$ cat src/rtl/vc_flit_buffer.sv
// Multi-VC flit buffer: per-VC registered FIFOs and a round-robin wormhole-locked output arbiter.
// Optional per-VC packet counters are built when VC_FLIT_BUFFER_STATS_EN is defined.

module vc_flit_fifo #(
    parameter int W     = 36,
    parameter int DEPTH = 4
) (
    input  logic         clk,
    input  logic         rst,
    input  logic         wr,
    input  logic [W-1:0] din,
    input  logic         rd,
    output logic [W-1:0] dout,
    output logic         empty,
    output logic         full
);
    localparam int AW = $clog2(DEPTH);

    logic [AW:0]  wp, rp;
    logic [W-1:0] mem [DEPTH];

    always_ff @(posedge clk) begin
        if (rst) begin
            wp <= '0;
            rp <= '0;
        end else begin
            if (wr && !full)  wp <= wp + (AW+1)'(1);
            if (rd && !empty) rp <= rp + (AW+1)'(1);
        end
    end

    always_ff @(posedge clk) begin
        if (wr && !full) mem[wp[AW-1:0]] <= din;
    end

    // The extra pointer bit tells a full ring from an empty one.
    assign empty = (wp == rp);
    assign full  = (wp[AW] != rp[AW]) && (wp[AW-1:0] == rp[AW-1:0]);
    assign dout  = mem[rp[AW-1:0]];
endmodule

module vc_flit_buffer #(
    parameter  int FLIT_WIDTH = 34,
    parameter  int N_VIRT_CHN = 2,
    parameter  int BUFF_DEPTH = 4,
    localparam int VC_W       = (N_VIRT_CHN > 1) ? $clog2(N_VIRT_CHN) : 1
) (
    input  logic                    clk_noc,
    input  logic                    arst_noc,
    input  logic                    bypass_i,
    input  logic                    in_valid_i,
    input  logic [FLIT_WIDTH-1:0]   in_data_i,
    input  logic [VC_W-1:0]         in_vc_i,
    input  logic [1:0]              in_type_i,
    output logic [N_VIRT_CHN-1:0]   in_ready_o,
    output logic                    out_valid_o,
    output logic [FLIT_WIDTH-1:0]   out_data_o,
    output logic [VC_W-1:0]         out_vc_o,
    output logic [1:0]              out_type_o,
    input  logic                    out_ready_i,
    output logic [N_VIRT_CHN-1:0]   vc_empty_o,
    output logic [N_VIRT_CHN-1:0]   vc_full_o,
    output logic [N_VIRT_CHN*16-1:0] pkt_cnt_o
);
    typedef struct packed {
        logic [1:0]            typ;
        logic [FLIT_WIDTH-1:0] data;
    } flit_t;

    flit_t                  in_flit;
    flit_t [N_VIRT_CHN-1:0] head;
    logic  [N_VIRT_CHN-1:0] wr, rd, empty, full;
    logic                   lock, stall, any_vld, hs;
    logic  [VC_W-1:0]       lock_vc, rr_ptr, stall_vc, grant, scan;

    assign in_flit = '{typ: in_type_i, data: in_data_i};

    // Out-of-range VC indices match no lane, so such flits are dropped.
    for (genvar v = 0; v < N_VIRT_CHN; v++) begin : g_vc
        assign wr[v] = in_valid_i && !bypass_i && !arst_noc && (in_vc_i == VC_W'(v)) && !full[v];
        assign rd[v] = hs && (grant == VC_W'(v));
        vc_flit_fifo #(.W($bits(flit_t)), .DEPTH(BUFF_DEPTH)) u_fifo (
            .clk  (clk_noc),
            .rst  (arst_noc),
            .wr   (wr[v]),
            .din  (in_flit),
            .rd   (rd[v]),
            .dout (head[v]),
            .empty(empty[v]),
            .full (full[v])
        );
    end

    // Stalled offers keep their VC so a newly filled lower VC cannot steal the slot.
    always_comb begin
        grant   = rr_ptr;
        any_vld = 1'b0;
        scan    = '0;
        if (lock) begin
            grant   = lock_vc;
            any_vld = !empty[lock_vc];
        end else if (stall) begin
            grant   = stall_vc;
            any_vld = 1'b1;
        end else begin
            for (int i = N_VIRT_CHN-1; i >= 0; i--) begin
                scan = VC_W'((int'(rr_ptr) + i) % N_VIRT_CHN);
                if (!empty[scan]) begin
                    grant   = scan;
                    any_vld = 1'b1;
                end
            end
        end
    end

    always_comb begin
        out_valid_o = 1'b0;
        out_data_o  = head[grant].data;
        out_vc_o    = grant;
        out_type_o  = head[grant].typ;
        in_ready_o  = '0;
        if (!arst_noc) begin
            if (bypass_i) begin
                out_valid_o = in_valid_i;
                out_data_o  = in_data_i;
                out_vc_o    = in_vc_i;
                out_type_o  = in_type_i;
                in_ready_o  = {N_VIRT_CHN{out_ready_i}};
            end else begin
                out_valid_o = any_vld;
                in_ready_o  = ~full;
            end
        end
    end

    assign hs         = out_valid_o && out_ready_i && !bypass_i;
    assign vc_empty_o = empty;
    assign vc_full_o  = full;

    always_ff @(posedge clk_noc) begin
        if (arst_noc) begin
            lock     <= 1'b0;
            lock_vc  <= '0;
            rr_ptr   <= '0;
            stall    <= 1'b0;
            stall_vc <= '0;
        end else begin
            stall    <= !bypass_i && out_valid_o && !out_ready_i;
            stall_vc <= grant;
            if (hs) begin
                case (out_type_o)
                    2'b00: begin
                        lock    <= 1'b1;
                        lock_vc <= grant;
                    end
                    2'b10, 2'b11: begin
                        lock   <= 1'b0;
                        rr_ptr <= (grant == VC_W'(N_VIRT_CHN-1)) ? '0 : grant + VC_W'(1);
                    end
                    default: ;
                endcase
            end
        end
    end

`ifdef VC_FLIT_BUFFER_STATS_EN
    logic [N_VIRT_CHN-1:0][15:0] cnt;

    always_ff @(posedge clk_noc) begin
        if (arst_noc) begin
            cnt <= '0;
        end else begin
            for (int v = 0; v < N_VIRT_CHN; v++)
                if (rd[v] && out_type_o[1] && cnt[v] != 16'hFFFF) cnt[v] <= cnt[v] + 16'd1;
        end
    end

    assign pkt_cnt_o = cnt;
`else
    assign pkt_cnt_o = '0;
`endif
endmodule

$ cat config.mk
export PLATFORM = sky130hd
export DESIGN_NAME = vc_flit_buffer
export DESIGN_NICKNAME = d
export VERILOG_FILES = /design/src/rtl/vc_flit_buffer.sv
export SDC_FILE = /design/constraint.sdc
export NUM_CORES = 1
export LEC_CHECK = 0
export ABC_CLOCK_PERIOD_IN_PS = 3500
export BUFFER_PORTS_ARGS = -buffer_cell sky130_fd_sc_hd__buf_4
export CORE_MARGIN = 8
export CORE_UTILIZATION = 30
export CTS_BUF_LIST = sky130_fd_sc_hd__clkbuf_8
export DETAILED_ROUTE_END_ITERATION = 8
export GPL_TIMING_DRIVEN = 0
export PLACE_DENSITY = 0.53
export SLEW_MARGIN = 25
export SYNTH_ARGS = -nofsm -noshare
export SYNTH_HDL_FRONTEND = slang
export SYNTH_SLANG_ARGS = --single-unit
$ cat constraint.sdc
create_clock -name clk_noc -period 3.5 [get_ports clk_noc]
set_clock_uncertainty 0.2 [all_clocks]
set_input_delay 0.175 -clock clk_noc [delete_from_list [all_inputs] [get_ports clk_noc]]
set_output_delay 0.175 -clock clk_noc [all_outputs]
set_load 0.01 [all_outputs]
Word-level counts from Yosys, hierarchy flattened

Memory sizes are Yosys's and may differ from the RTL's. A register that Yosys moved wholly into a read port is not among the register bits.
Cells that the tools add are included.

Add/sub/neg operators: 6
Reductions and logical operators: 32
Muxes and demuxes: 36
Equal/unequal tests: 8
Bitwise logic cells: 3
Magnitude comparators: 4

Operators by type and width:

| kind                                               | count |
|---|---|
| two-way mux 36 bit                                 | 2 |
| two-way mux 34 bit                                 | 2 |
| two-way mux 1 bit                                  | 23 |
| logical AND 1 bit                                  | 18 |
| two-way mux 2 bit                                  | 8 |
| adder 3 x 1 -> 3 bit, second input constant        | 4 |
| logical NOT 1 bit                                  | 8 |
| < comparator 1 x 2 -> 1 bit, second input constant | 4 |
| == test 3 bit                                      | 2 |
| AND reduction 2 bit                                | 3 |
| == test 2 bit                                      | 2 |
| == test 2 bit, second input constant               | 2 |
| adder 1 bit, second input constant                 | 2 |
| logical NOT 2 bit                                  | 1 |
| inequality test 1 bit                              | 2 |
| NOT 1 bit                                          | 2 |
| NOT 2 bit                                          | 1 |
| case mux 1 bit (2 select lines)                    | 1 |
| nonzero test 2 bit                                 | 1 |
| OR reduction 2 bit                                 | 1 |

Word-level logic and storage cells: 100
Bits in writable memories: 288
Memories: 2
Flip-flop bits (word level): 17
Input port bits: 42
Output and inout port bits: 76

Memory list:

| name               | words | width | rd ports | clocked after memory_dff | write ports | RTL line | RTL |
|---|---|---|---|---|---|---|---|
| g_vc[0].u_fifo.mem | 4     | 36    | 1        | 1                        | 1           | 20       | `logic [W-1:0] mem [DEPTH];` |
| g_vc[1].u_fifo.mem | 4     | 36    | 1        | 1                        | 1           | 20       |  |

Depth between registers and ports, before layout

Gate-level depths: netlist (run 1).

Word-level depth: 15
Depth in mapped cells: 9
Gate-level depth less buffers: 8

Cells and area by module

From an unflattened synthesis (run 1), not the netlist that was laid out.

Cells, all modules: 718
Area total of the unflattened synthesis: 12944.9 um^2

Modules (own cells, without submodules):

| module         | times used | seq. area each (um^2) | area an instance (um^2) | cells an instance |
|---|---|---|---|---|
| vc_flit_fifo   | 2          | 4484.3                | 5760.5                  | 256 |
| vc_flit_buffer | 1          | 100.1                 | 1423.9                  | 206 |

Least setup slack after synthesis (run 1)

No wires, ideal clock.

Path type: reg2reg
Start: reg g_vc[1].u_fifo.wp[0]
End: mem g_vc[1].u_fifo.mem[3][0] (enable)
Stages on the path, launching flop included: 5
Required time: 2902 ps
Arrival time: 2164 ps
Library setup time: 398 ps
Slack: 738 ps
Path buffers: 0
Period minus slack after synthesis: 2762 ps
Cells stage by stage: dfxtp_1 xnor2_1 and3b_1 nor3b_1 and2_1

Longest elaborated chain between the ends: 7

Ends and longest elaborated chain:

| element                                     | RTL line | RTL |
|---|---|---|
| start, declared                             | 19       | `logic [AW:0] wp, rp;` |
| start signal, assigned                      | 27       | `if (wr && !full) wp <= wp + (AW+1)'(1);` |
| == test 2 bit (*)                           | 38       | `assign full = (wp[AW] != rp[AW]) && (wp[AW-1:0] == rp[AW-1:0]);` |
| logical AND 1 bit (*)                       | 38       |  |
| net g_vc[1].u_fifo.full                     | 15       | `output logic full` |
| logical NOT 1 bit (*)                       | 33, 80   |  |
| logical AND 1 bit                           | 80       | `assign wr[v] = in_valid_i && !bypass_i && !arst_noc && (in_vc_i == VC_W'(v)) && !full[v];` |
| logical AND 1 bit (*)                       | 33       | `if (wr && !full) mem[wp[AW-1:0]] <= din;` |
| two-way mux 1 bit (*)                       | 33       |  |
| two-way mux 1 bit (not written as such) (*) | 33       |  |
| end, declared                               | 20       |  |

Mark *: on every way through the listed nets, which the timed path passes. The rest lies on a longest branch.

==> results.md, run 1 <==
* First-pass GRT wire length at 44380 um
* Total global-route track usage at 12.23%
* Worst EP arrival at between 2 and 3 ns
* Slowest-stage cell, CP: clkbuf_1
* Minimum clock period at 3.361 ns
* DP HPWL at 17560 um
* Layout cells sized above 1 at between 30% and 40%
* Final hold violation count at 0
* Most used cell, CP: clkbuf_1
* Count leader, synth: edfxtp_1
* Port Buffer Count at 85
* Worst relative slew slack at between 40 and 50%
* Placed Cells at 1316
* P&R area growth vs syn at 24.10%
* Crit share post-route at between 90 and 100%
* Fmax at just under 300 MHz
* Most frequent cells after synthesis: 288 x edfxtp_1, 72 x mux4_2, 41 x nand2_1, 39 x mux2i_1, 37 x buf_4
* Yosys cell types at between 40 and 50
* CTS Buffer Depth at 3
* Die Area at around 48000 um2
* Mean Syn Cell Area at approximately 19 um2
* DRT iter0 DRCs at between 300 and 400
* Mux share of post-synthesis cell area at roughly 16%
* IO Count at roughly 120
* Via-to-Cell Ratio at around 4.5
* Final nets at a little over 900
* Post-Synth Simple-Gate Area at 3.299%
* Post-synth top area cell: edfxtp_1
* Yosys top cell area share at between 60% and 70%
* Final setup vio count at 0
* Pre-CTS WS at 0.4385 ns
* Worst hold endpoint: g_vc[1].u_fifo.wp[0]$_SDFFE_PP0P_
* Max Slew Vio Count at 0
* RSZ-0062 raised after global routing: no
* Ys flop type: edfxtp_1
* Die Ht at 219.9 um
* Largest family of logic cells by synthesized area: multiplexers
* Die Wd at about 220 um
* End of the worst register-to-register path: rr_ptr$_SDFFE_PP0P_
* Yosys reg bits at about 300
* Cts bufs inserted at approximately 50
* Gp weighted congestion at about 0.70
* R2R cell count at 8
* Clock transition at the registers of the reported paths at ~0.060 ns
* Initial antenna violation count at 0
* Min-delay src: bypass_i
* CP Buf/Inv Count at 3
* Measured slew at the worst slew-check pin at roughly 0.81 ns
* Hold_ws at 0.04383 ns
* Kind of critical path: reg -> out
* Final setup margin at approximately 0.14 ns
* Row count at between 70 and 80
* Leak at approximately 0.0055 uW
* EDFF count, synth at between 200 and 300
* Reg-to-Reg Start: g_vc[1].u_fifo.wp[1]$_SDFFE_PP0P_
* MaxCap Viol Count at 0
* Sequential area share after synthesis at a little over 70%
* Slowest stage delay, CP at between 0.6 and 0.7 ns
* DRC at 0
* CP endpoint kind: primary output
* Vias at approximately 6500
* Total wire length at between 20000 and 30000 um
* Delay-heaviest family, CP: buffers and inverters
* CTS H-tree depth at 2
* Hold path depth at 6
* Hold Crit Class: in -> reg
* Yosys warnings at 0
* Pre-antenna DRT Iters at 4
* DR WL/cell at a little over 20 um
* Setup TNS Final at 0 ns
* TritonCTS clock tree: yes
* P per Cell Area at 468.3 nW/um2
* Area contributors post-synth: edfxtp_1 69%, mux4_2 13%, dfxtp_1 3.4%
* Skew-Pair Late Insertion Delay at between 0.5 and 0.6 ns
* Worst IR Drop VDD at roughly 210 uV
* Initial Util at a little under a third
* Clk sinks at ~310
* Synth Area in XOR/XNOR at less than 1%
* CP Launch Type: flip-flop
* Mapped cell area at 12480 um2
* Core ar. at 40920 um2
* CP Data Required Time at between 3 and 4 ns
* Grt total ovfl at 0
* Ant diodes at 0
* Largest net degree at the start of global routing at 37
* R2R setup slack at between 0.8 and 0.9 ns
* Via count of the first global-routing pass at 6852
* Share of flip-flops with an asynchronous set or reset at 0%
* Synth Area in Adders at 1.093%
* CP Max Fanout at 10
* Post-synthesis compound-gate area fraction at 2.256%
* Post-Synthesis Cells at 660
* Routed Antenna Nets at 0
* Critical path, cell by cell: clkbuf_1 -> clkbuf_1 -> mux4_2 -> mux2i_2 -> o21ai_1 -> buf_4
* Fill count at 3812
* Finished Layout Cells at 1451
* Clock root cell: clkbuf_8
* Run status: finished, final reports clean
==> metrics by stage <==
step           power [uW]  area (um2)  util, %
6_report             7251       15480    37.84
2_1_floorplan        4329       12590        -
3_3_place_gp         4535       13900    33.96
4_1_cts              7364       15480    37.83
3_5_place_dp         4544       14120    34.50
5_1_grt              7548       15480    37.84
==> kinds of logic (layout without fill, tap and decap cells) <==
logic type / count (synthesis) / count (layout)
other: 1 / 32
multiplexers: 112 / 112
AND/OR/NAND/NOR: 91 / 91
adder cells (fa/ha/maj): 11 / 11
XOR/XNOR: 14 / 14
AO/OA/AOI/OAI: 48 / 48
buffers and inverters: 74 / 302
flip-flops: 309 / 309
==> power breakdown <==
part | internal, uW | total [uW] | switching, uW
clock | 1390 | 2740 | 1350
combinational | 203 | 442 | 239
sequential | 4060 | 4060 | 6.26
==> per-layer routing <==
metal	vias to the layer above	global-route usage, %	wire (um)
li1	2993	-	-
met1	3313	17.18	13410
met2	204	19.14	13580
met3	38	2.400	2172
met4	0	3.425	480
met5	-	0	0
==> timing repair <==
action / in CTS / in global routing
gates resized for setup: 9 / 22
pin swaps: 1 / 1
hold buffers: 42 / 0
endpoints found under the hold margin: 305 / 0
setup endpoints to repair: 15 / 33
buffers inserted: 4 / 0
==> worst reg2reg max path: cells and delay by family (launching register included) <==
family | cells | cell delay (ns)
muxes | 1 | 0.39
DFF | 1 | 0.41
and+or+nand+nor | 1 | 0.18
AOI/OAI and AO/OA | 3 | 0.64
xor gates and xnor gates | 1 | 0.17
adders and majority gates | 1 | 0.37
buffers and inverters | 1 | 0.18
==> how the worst max path moves through the flow <==
stage	startpoint	to	slack [ns]	cells past startpoint
floorplan	g_vc[1].u_fifo.wp[0]$_SDFFE_PP0P_	g_vc[1].u_fifo.mem[3][0]$_DFFE_PP_	0.74	4
global placement	g_vc[1].u_fifo.wp[0]$_SDFFE_PP0P_	g_vc[1].u_fifo.mem[3][11]$_DFFE_PP_	-0.48	4
detailed placement	g_vc[1].u_fifo.wp[0]$_SDFFE_PP0P_	out_data_o[17]	0.44	9
CTS	arst_noc	out_data_o[0]	0.002	8
global route	g_vc[1].u_fifo.wp[1]$_SDFFE_PP0P_	out_data_o[17]	0.002	9
finish	flip-flop	out_data_o[23]	0.14	6
==> state kept, by name (all words and copies together) (netlist names), named ones only <==
signal,flops
lock,1
stall_vc,1
g_vc.u_fifo.rp,6
g_vc.u_fifo.mem,288
g_vc.u_fifo.wp,6
rr_ptr,1
stall,1
lock_vc,1
==> layout by cell type (no fill, tap or decap), types with 2 or more instances in the layout <==
| cell | synthesis | routed |
|---|---|---|
| clkbuf_1 | 20 | 11 |
| a21boi_0 | 2 | 2 |
| inv_1 | 7 | 31 |
| buf_2 | 5 | 3 |
| edfxtp_1 | 288 | 288 |
| conb_1 | 1 | 32 |
| and2_4 | 0 | 8 |
| a31oi_1 | 3 | 3 |
| a21oi_1 | 4 | 4 |
| nand4_1 | 3 | 3 |
| xnor2_1 | 12 | 12 |
| mux2i_1 | 39 | 38 |
| clkbuf_8 | 0 | 53 |
| xor2_1 | 2 | 2 |
| clkinv_1 | 0 | 10 |
| dfxtp_2 | 0 | 2 |
| nand2b_1 | 2 | 2 |
| buf_4 | 37 | 126 |
| buf_16 | 0 | 5 |
| clkinv_2 | 0 | 2 |
| o21ai_1 | 33 | 33 |
| nor2_1 | 25 | 25 |
| clkbuf_2 | 0 | 10 |
| ha_1 | 10 | 10 |
| nor3_1 | 2 | 2 |
| clkdlybuf4s15_2 | 0 | 2 |
| dfxtp_1 | 21 | 19 |
| nand2_1 | 41 | 41 |
| dlygate4sd3_1 | 0 | 42 |
| mux4_2 | 72 | 72 |
| buf_12 | 0 | 3 |
| buf_6 | 1 | 2 |
==> cell type report <==
cell class / count / area [um2] / area share (%)
inverter: 8 / 30.03 / 0.1939
clock inverter: 37 / 148.9 / 0.9615
tap: 532 / 665.6 / 4.299
timing repair buffer: 139 / 1286 / 8.306
buffer: 65 / 429.2 / 2.771
sequential: 309 / 9071 / 58.58
multi-input combinational: 308 / 3124 / 20.18
clock buffer: 53 / 729.5 / 4.711
(Power assumes the default switching activity.)
==> run 2: changes to the inputs <==
--- a/config.mk
+++ b/config.mk
@@ -5,14 +5,14 @@
 export SDC_FILE = /design/constraint.sdc
 export NUM_CORES = 1
 export LEC_CHECK = 0
-export ABC_CLOCK_PERIOD_IN_PS = 3500
+export ABC_CLOCK_PERIOD_IN_PS = 2700
 export BUFFER_PORTS_ARGS = -buffer_cell sky130_fd_sc_hd__buf_4
 export CORE_MARGIN = 8
 export CORE_UTILIZATION = 30
 export CTS_BUF_LIST = sky130_fd_sc_hd__clkbuf_8
 export DETAILED_ROUTE_END_ITERATION = 8
 export GPL_TIMING_DRIVEN = 0
-export PLACE_DENSITY = 0.53
+export PLACE_DENSITY = 0.55
 export SLEW_MARGIN = 25
 export SYNTH_ARGS = -nofsm -noshare
 export SYNTH_HDL_FRONTEND = slang
==> constraint.sdc (replaced) <==
create_clock -name clk_noc -period 2.7 [get_ports clk_noc]
set_clock_uncertainty 0.2 [all_clocks]
set_input_delay 0.135 -clock clk_noc [delete_from_list [all_inputs] [get_ports clk_noc]]
set_output_delay 0.135 -clock clk_noc [all_outputs]
set_load 0.01 [all_outputs]
==> results.md, run 2 (synthesis gave the netlist of run 1 again) <==
* Clk sinks at between 300 and 400
* Layout cells sized above 1 at approximately 39%
* Crit share post-route at 112.3%
* Worst EP arrival at ~2.7 ns
* Vias at 6691
* Row count at 74
* Core ar. at slightly above 40000 um2
* Via-to-Cell Ratio at ~4.6
* Sw power at about 2100 uW
* CTS Buffer Depth at 3
* Minimum clock period at 3.032 ns
* Reg area at just over 9000 um2
* Gp weighted congestion at slightly above 0.7
* Final setup margin at -0.3322 ns
* Skew-Pair Late Insertion Delay at 0.55 ns
* MaxCap Viol Count at 0
* Die Area at between 40000 and 50000 um2
* Reg power frac at between 50% and 60%
* CP Launch Type: flip-flop
* TritonCTS clock tree: yes
* Clock root cell: clkbuf_8
* Final setup vio count at 37
* Total wire length at about 31000 um
* Die Wd at approximately 220 um
* RSZ-0062 raised after global routing: yes
* Final nets at 949
* Sw Share at 22.11%
* Gate power share at 7.0%
* Finished Layout Cells at between 1000 and 1500
* Kind of critical path: reg -> out
* Worst IR Drop VDD at between 200 and 300 uV
* Placed Cells at around 1300
* Run status: complete, but fails checks
* DR WL/cell at 20.82 um
* Max FFs per register at around 290
* CP Data Required Time at between 2 and 2.5 ns
* Fmax at roughly 330 MHz
* Routed Antenna Nets at 0
* Ant diodes at 0
* Measured slew at the worst slew-check pin at 0.7949 ns
* P&R area growth vs syn at 27.16%
* Clock transition at the registers of the reported paths at 0.06 ns
* Total global-route track usage at around an eighth
* Commonest non-fill, non-tap cell in the layout: edfxtp_1
* Largest net degree at the start of global routing at 37
* Total Power at roughly 9500 uW
* CTS H-tree depth at 2
* Int Power at between 7000 and 8000 uW
* Pre-CTS WS at -0.3332 ns
* Die Ht at between 200 and 250 um
* Worst relative slew slack at between 40% and 50%
* DP HPWL at approximately 17000 um
* CP endpoint kind: primary output
* Final hold violation count at 0
* IO Count at 118
* Failing checks: setup timing
* DRC at 0
* DRT iter0 DRCs at slightly below 400
* Grt total ovfl at 0
* P per Cell Area at 597.9 nW/um2
* Hold Crit Class: in -> reg
* Via count of the first global-routing pass at 7056
* Port Buffer Count at between 80 and 90
* Initial antenna violation count at 0
* First-pass GRT wire length at between 40000 and 50000 um
* Clock Power Share at a little under two fifths
* Most frequent cells in the layout: 288 x edfxtp_1, 140 x buf_4, 72 x mux4_2
* Pre-antenna DRT Iters at 4
* Initial Util at 30.49%
* Multi-input combinational cell area at about 3400 um2
* Leak at around 0.0056 uW
* Fill count at roughly 3800
* CP Max Fanout at 5
* Max Slew Vio Count at 0
* Cts bufs inserted at 52
==> run 2: cell types whose count changed in the layout (fill, tap and decap cells not counted), sizes merged <==
cell           delta
buf              +15
clkinv            +9
inv               -7
and2              +4
clkbuf            -3
clkdlybuf4s15     -2
==> run 2: power by group through the flow <==
stage	clock network [uW]	registers [uW]	logic, uW
after floorplan	0	5370	244
after global placement	0	5370	509
after detailed placement	0	5370	516
after CTS	3670	5260	635
after global routing	3890	5260	721
final	3560	5260	664
==> run 2: worst paths after layout <==
kind	from	end	slack, ns	depth (start not counted)
worst max-delay path	g_vc[1].u_fifo.wp[0]$_SDFFE_PP0P_	out_data_o[19]	-0.33	10
worst min-delay path	bypass_i	g_vc[1].u_fifo.wp[0]$_SDFFE_PP0P_	0.06	6
worst max register to register	g_vc[1].u_fifo.wp[2]$_SDFFE_PP0P_	g_vc[1].u_fifo.mem[0][14]$_DFFE_PP_	0.18	4
worst min register to register	lock_vc$_SDFFE_PP0P_	lock_vc$_SDFFE_PP0P_	0.31	2
==> run 2: timing repair <==
action                                  CTS  global route
gates cloned                              5             1
buffers inserted                         12             8
pin swaps                                14             9
gates resized for setup                  83            35
endpoints found under the setup margin  292            74
hold buffers                             42             0
hold endpoints to repair                307             0
==> run 2: metrics by stage <==
step / util [%] / hold slack [ns] / TNS [ns] / instance area [um2]
5_1_grt: 38.77 / 0.1030 / -14.34 / 15870
2_1_floorplan: - / 0.01194 / 0 / 12600
4_1_cts: 38.27 / 0.0004159 / -12.63 / 15660
3_5_place_dp: 34.08 / 0.1396 / -56.47 / 13950
3_3_place_gp: 33.97 / 0.1368 / -258.39 / 13900
6_report: 38.77 / 0.05751 / -9.550 / 15870
==> run 2: cell type report <==
cell class                      instances  area share (%)
Buffer                                 64           2.996
Sequential cell                       309           57.31
Clock buffer                           53           4.597
Timing Repair Buffer                  150           8.264
Clock inverter                         39          0.9778
Tap cell                              532           4.195
Inverter                                8          0.1892
Multi-Input combinational cell        312           21.47
==> run 2: metal layers <==
layer,global-route usage (%),routed length (um),up-vias
li1,-,-,3037
met1,16.29,13170,3410
met3,2.592,1887,47
met2,20.99,14940,197
met4,3.115,538,0
met5,0,0,-
==> run 2: critical path: stages (launching register included) <==
cell and delay [ns]:
dfxtp_4 0.36, xnor2_2 0.18, nand3_2 0.11, maj3_2 0.34, o31ai_4 0.18, buf_6 0.17, buf_12 0.14, buf_12 0.14
mux2i_4 0.23, o21ai_2 0.10, buf_4 0.19
==> run 3: changes to the inputs <==
--- a/config.mk
+++ b/config.mk
@@ -17,3 +17,4 @@
 export SYNTH_ARGS = -nofsm -noshare
 export SYNTH_HDL_FRONTEND = slang
 export SYNTH_SLANG_ARGS = --single-unit
+export TNS_END_PERCENT = 10
==> constraint.sdc (replaced) <==
create_clock -name clk_noc -period 2.7 [get_ports clk_noc]
set_clock_uncertainty 0.2 [all_clocks]
set_input_delay 0.27 -clock clk_noc [delete_from_list [all_inputs] [get_ports clk_noc]]
set_output_delay 0.27 -clock clk_noc [all_outputs]
set_load 0.01 [all_outputs]
==> results.md, run 3 (synthesis gave the netlist of run 1 again) <==
* Cts bufs inserted at roughly 50
* Clock transition at the registers of the reported paths at around 0.060 ns
* TritonCTS clock tree: yes
* Worst IR Drop VDD at 295.3 uV
* Most frequent cells in the layout: 288 x edfxtp_1, 135 x buf_4, 72 x mux4_2
* Final setup vio count at 38
* Max Slew Vio Count at 0
* Leak at about 0.0055 uW
* CP Data Required Time at between 2 and 2.5 ns
* DRC at 0
* Run status: complete, but fails checks
* Initial Util at 30.49%
* Port Buffer Count at 85
* Reg area at 9092 um2
* Layout cells sized above 1 at between 30% and 40%
* Post-route design area at ~16000 um2
* Placed Cells at ~1300
* Core ar. at 40920 um2
* Die Wd at around 220 um
* Worst EP arrival at ~2.7 ns
* Routed Antenna Nets at 0
* Pre-antenna DRT Iters at 5
* Vias at 6663
* CP endpoint kind: primary output
* Fmax at between 300 and 400 MHz
* Die Area at 48380 um2
* Final hold violation count at 0
* Worst relative slew slack at ~44%
* CP Max Fanout at 5
* Total wire length at 29600 um
* First-pass GRT wire length at approximately 45000 um
* Commonest non-fill, non-tap cell in the layout: edfxtp_1
* Skew-Pair Late Insertion Delay at about 0.57 ns
* DP HPWL at around 17000 um
* Failing checks: setup timing
* RSZ-0062 raised after global routing: yes
* P per Cell Area at 605.1 nW/um2
* Measured slew at the worst slew-check pin at between 0.8 and 0.9 ns
* Largest net degree at the start of global routing at 38
* CTS Buffer Depth at 3
* Final nets at between 900 and 1000
* Row count at between 70 and 80
* Minimum clock period at around 3.2 ns
* Pre-CTS WS at -0.5377 ns
* Clock root cell: clkbuf_8
* Hold Crit Class: in -> reg
* Max FFs per register at approximately 290
* Crit share post-route at 119.0%
* Finished Layout Cells at around 1500
* Placed Area at 14080 um2
* P&R area growth vs syn at 26.86%
* Final setup margin at -0.5125 ns
* Kind of critical path: reg -> out
* Fill count at roughly 3800
* Die Ht at 219.9 um
* Via-to-Cell Ratio at about 4.5
* CP Launch Type: flip-flop
* IO Count at about 120
* Via count of the first global-routing pass at around 7100
* Clk sinks at approximately 310
* Initial antenna violation count at 1
* Multi-input combinational cell area at roughly 3300 um2
* MaxCap Viol Count at 0
* Gp weighted congestion at approximately 0.7
* Hold_ws at 0.07854 ns
* Total global-route track usage at ~12%
* DR WL/cell at about 20 um
* CTS H-tree depth at 2
* Grt total ovfl at 0
* DRT iter0 DRCs at ~470
[run 3: cell types whose count changed in the layout (fill, tap and decap cells not counted), sizes merged]
cell | previous run | this run
and2 | 12 | 8
buf | 154 | 153
bufinv | 0 | 1
clkinv | 21 | 24
clkinvlp | 0 | 2
diode | 0 | 1
dlygate4sd3 | 42 | 41
inv | 26 | 23
[run 3: timing repair]
item,CTS,global route
endpoints found under the hold margin,293,0
setup endpoints to repair,112,42
gates cloned,1,0
hold buffers,41,0
gates resized for setup,70,24
pin swaps,9,9
setup buffers,10,6
[run 3: final cells by class]
type | instances | share of cell area (%)
Timing Repair Buffer | 149 | 8.694
Sequential cell | 309 | 57.44
Antenna cell | 1 | 0.01581
Clock inverter | 42 | 1.328
Multi-Input combinational cell | 308 | 20.77
Inverter | 8 | 0.1897
Tap cell | 532 | 4.205
Buffer | 65 | 2.924
Clock buffer | 51 | 4.434
[run 3: path summary, 6_finish.rpt]
path	startpoint	endpoint	slack, ns	cells past startpoint
min	arst_noc	g_vc[0].u_fifo.wp[2]$_SDFFE_PP0P_	0.08	3
max reg2reg	g_vc[0].u_fifo.wp[2]$_SDFFE_PP0P_	g_vc[0].u_fifo.mem[3][0]$_DFFE_PP_	0.15	5
min reg2reg	g_vc[1].u_fifo.rp[2]$_SDFFE_PP0P_	g_vc[1].u_fifo.rp[2]$_SDFFE_PP0P_	0.33	2
max	g_vc[1].u_fifo.wp[0]$_SDFFE_PP0P_	out_data_o[18]	-0.51	10
[run 3: critical path: stages (launching register included)]
cell	delay, ns
dfxtp_4	0.36
xnor2_2	0.19
nand3_2	0.12
maj3_2	0.34
o31ai_4	0.18
buf_6	0.17
buf_12	0.14
buf_12	0.14
mux2i_4	0.24
o21ai_2	0.10
buf_4	0.18
[run 3: power by group]
group | switching (uW) | leakage (uW) | internal [uW]
Clock | 1820 | 0.000512 | 1870
Sequential | 7.73 | 0.00277 | 5260
Combinational | 327 | 0.00226 | 299
Total | 2160 | 0.00555 | 7420
[run 3: routing by layer]
layer  vias up  global-route usage [%]  share of wire (%)  wire length, um
li1       3030                       -                  -                -
met1      3423                   16.44                 45            13270
met2       172                   20.04                 48            14260
met3        38                   2.386                5.7             1688
met4         0                   3.137                1.3              384
met5         -                       0                  0                0
[run 3: metrics by stage]
stage | TNS, ns | total power [uW] | util, %
2_1_floorplan | -3.204 | 5611 | -
3_3_place_gp | -328.99 | 5876 | 33.96
3_5_place_dp | -22.52 | 5886 | 34.40
4_1_cts | -17.28 | 9692 | 38.33
5_1_grt | -20.25 | 9959 | 38.68
6_report | -15.14 | 9578 | 38.68
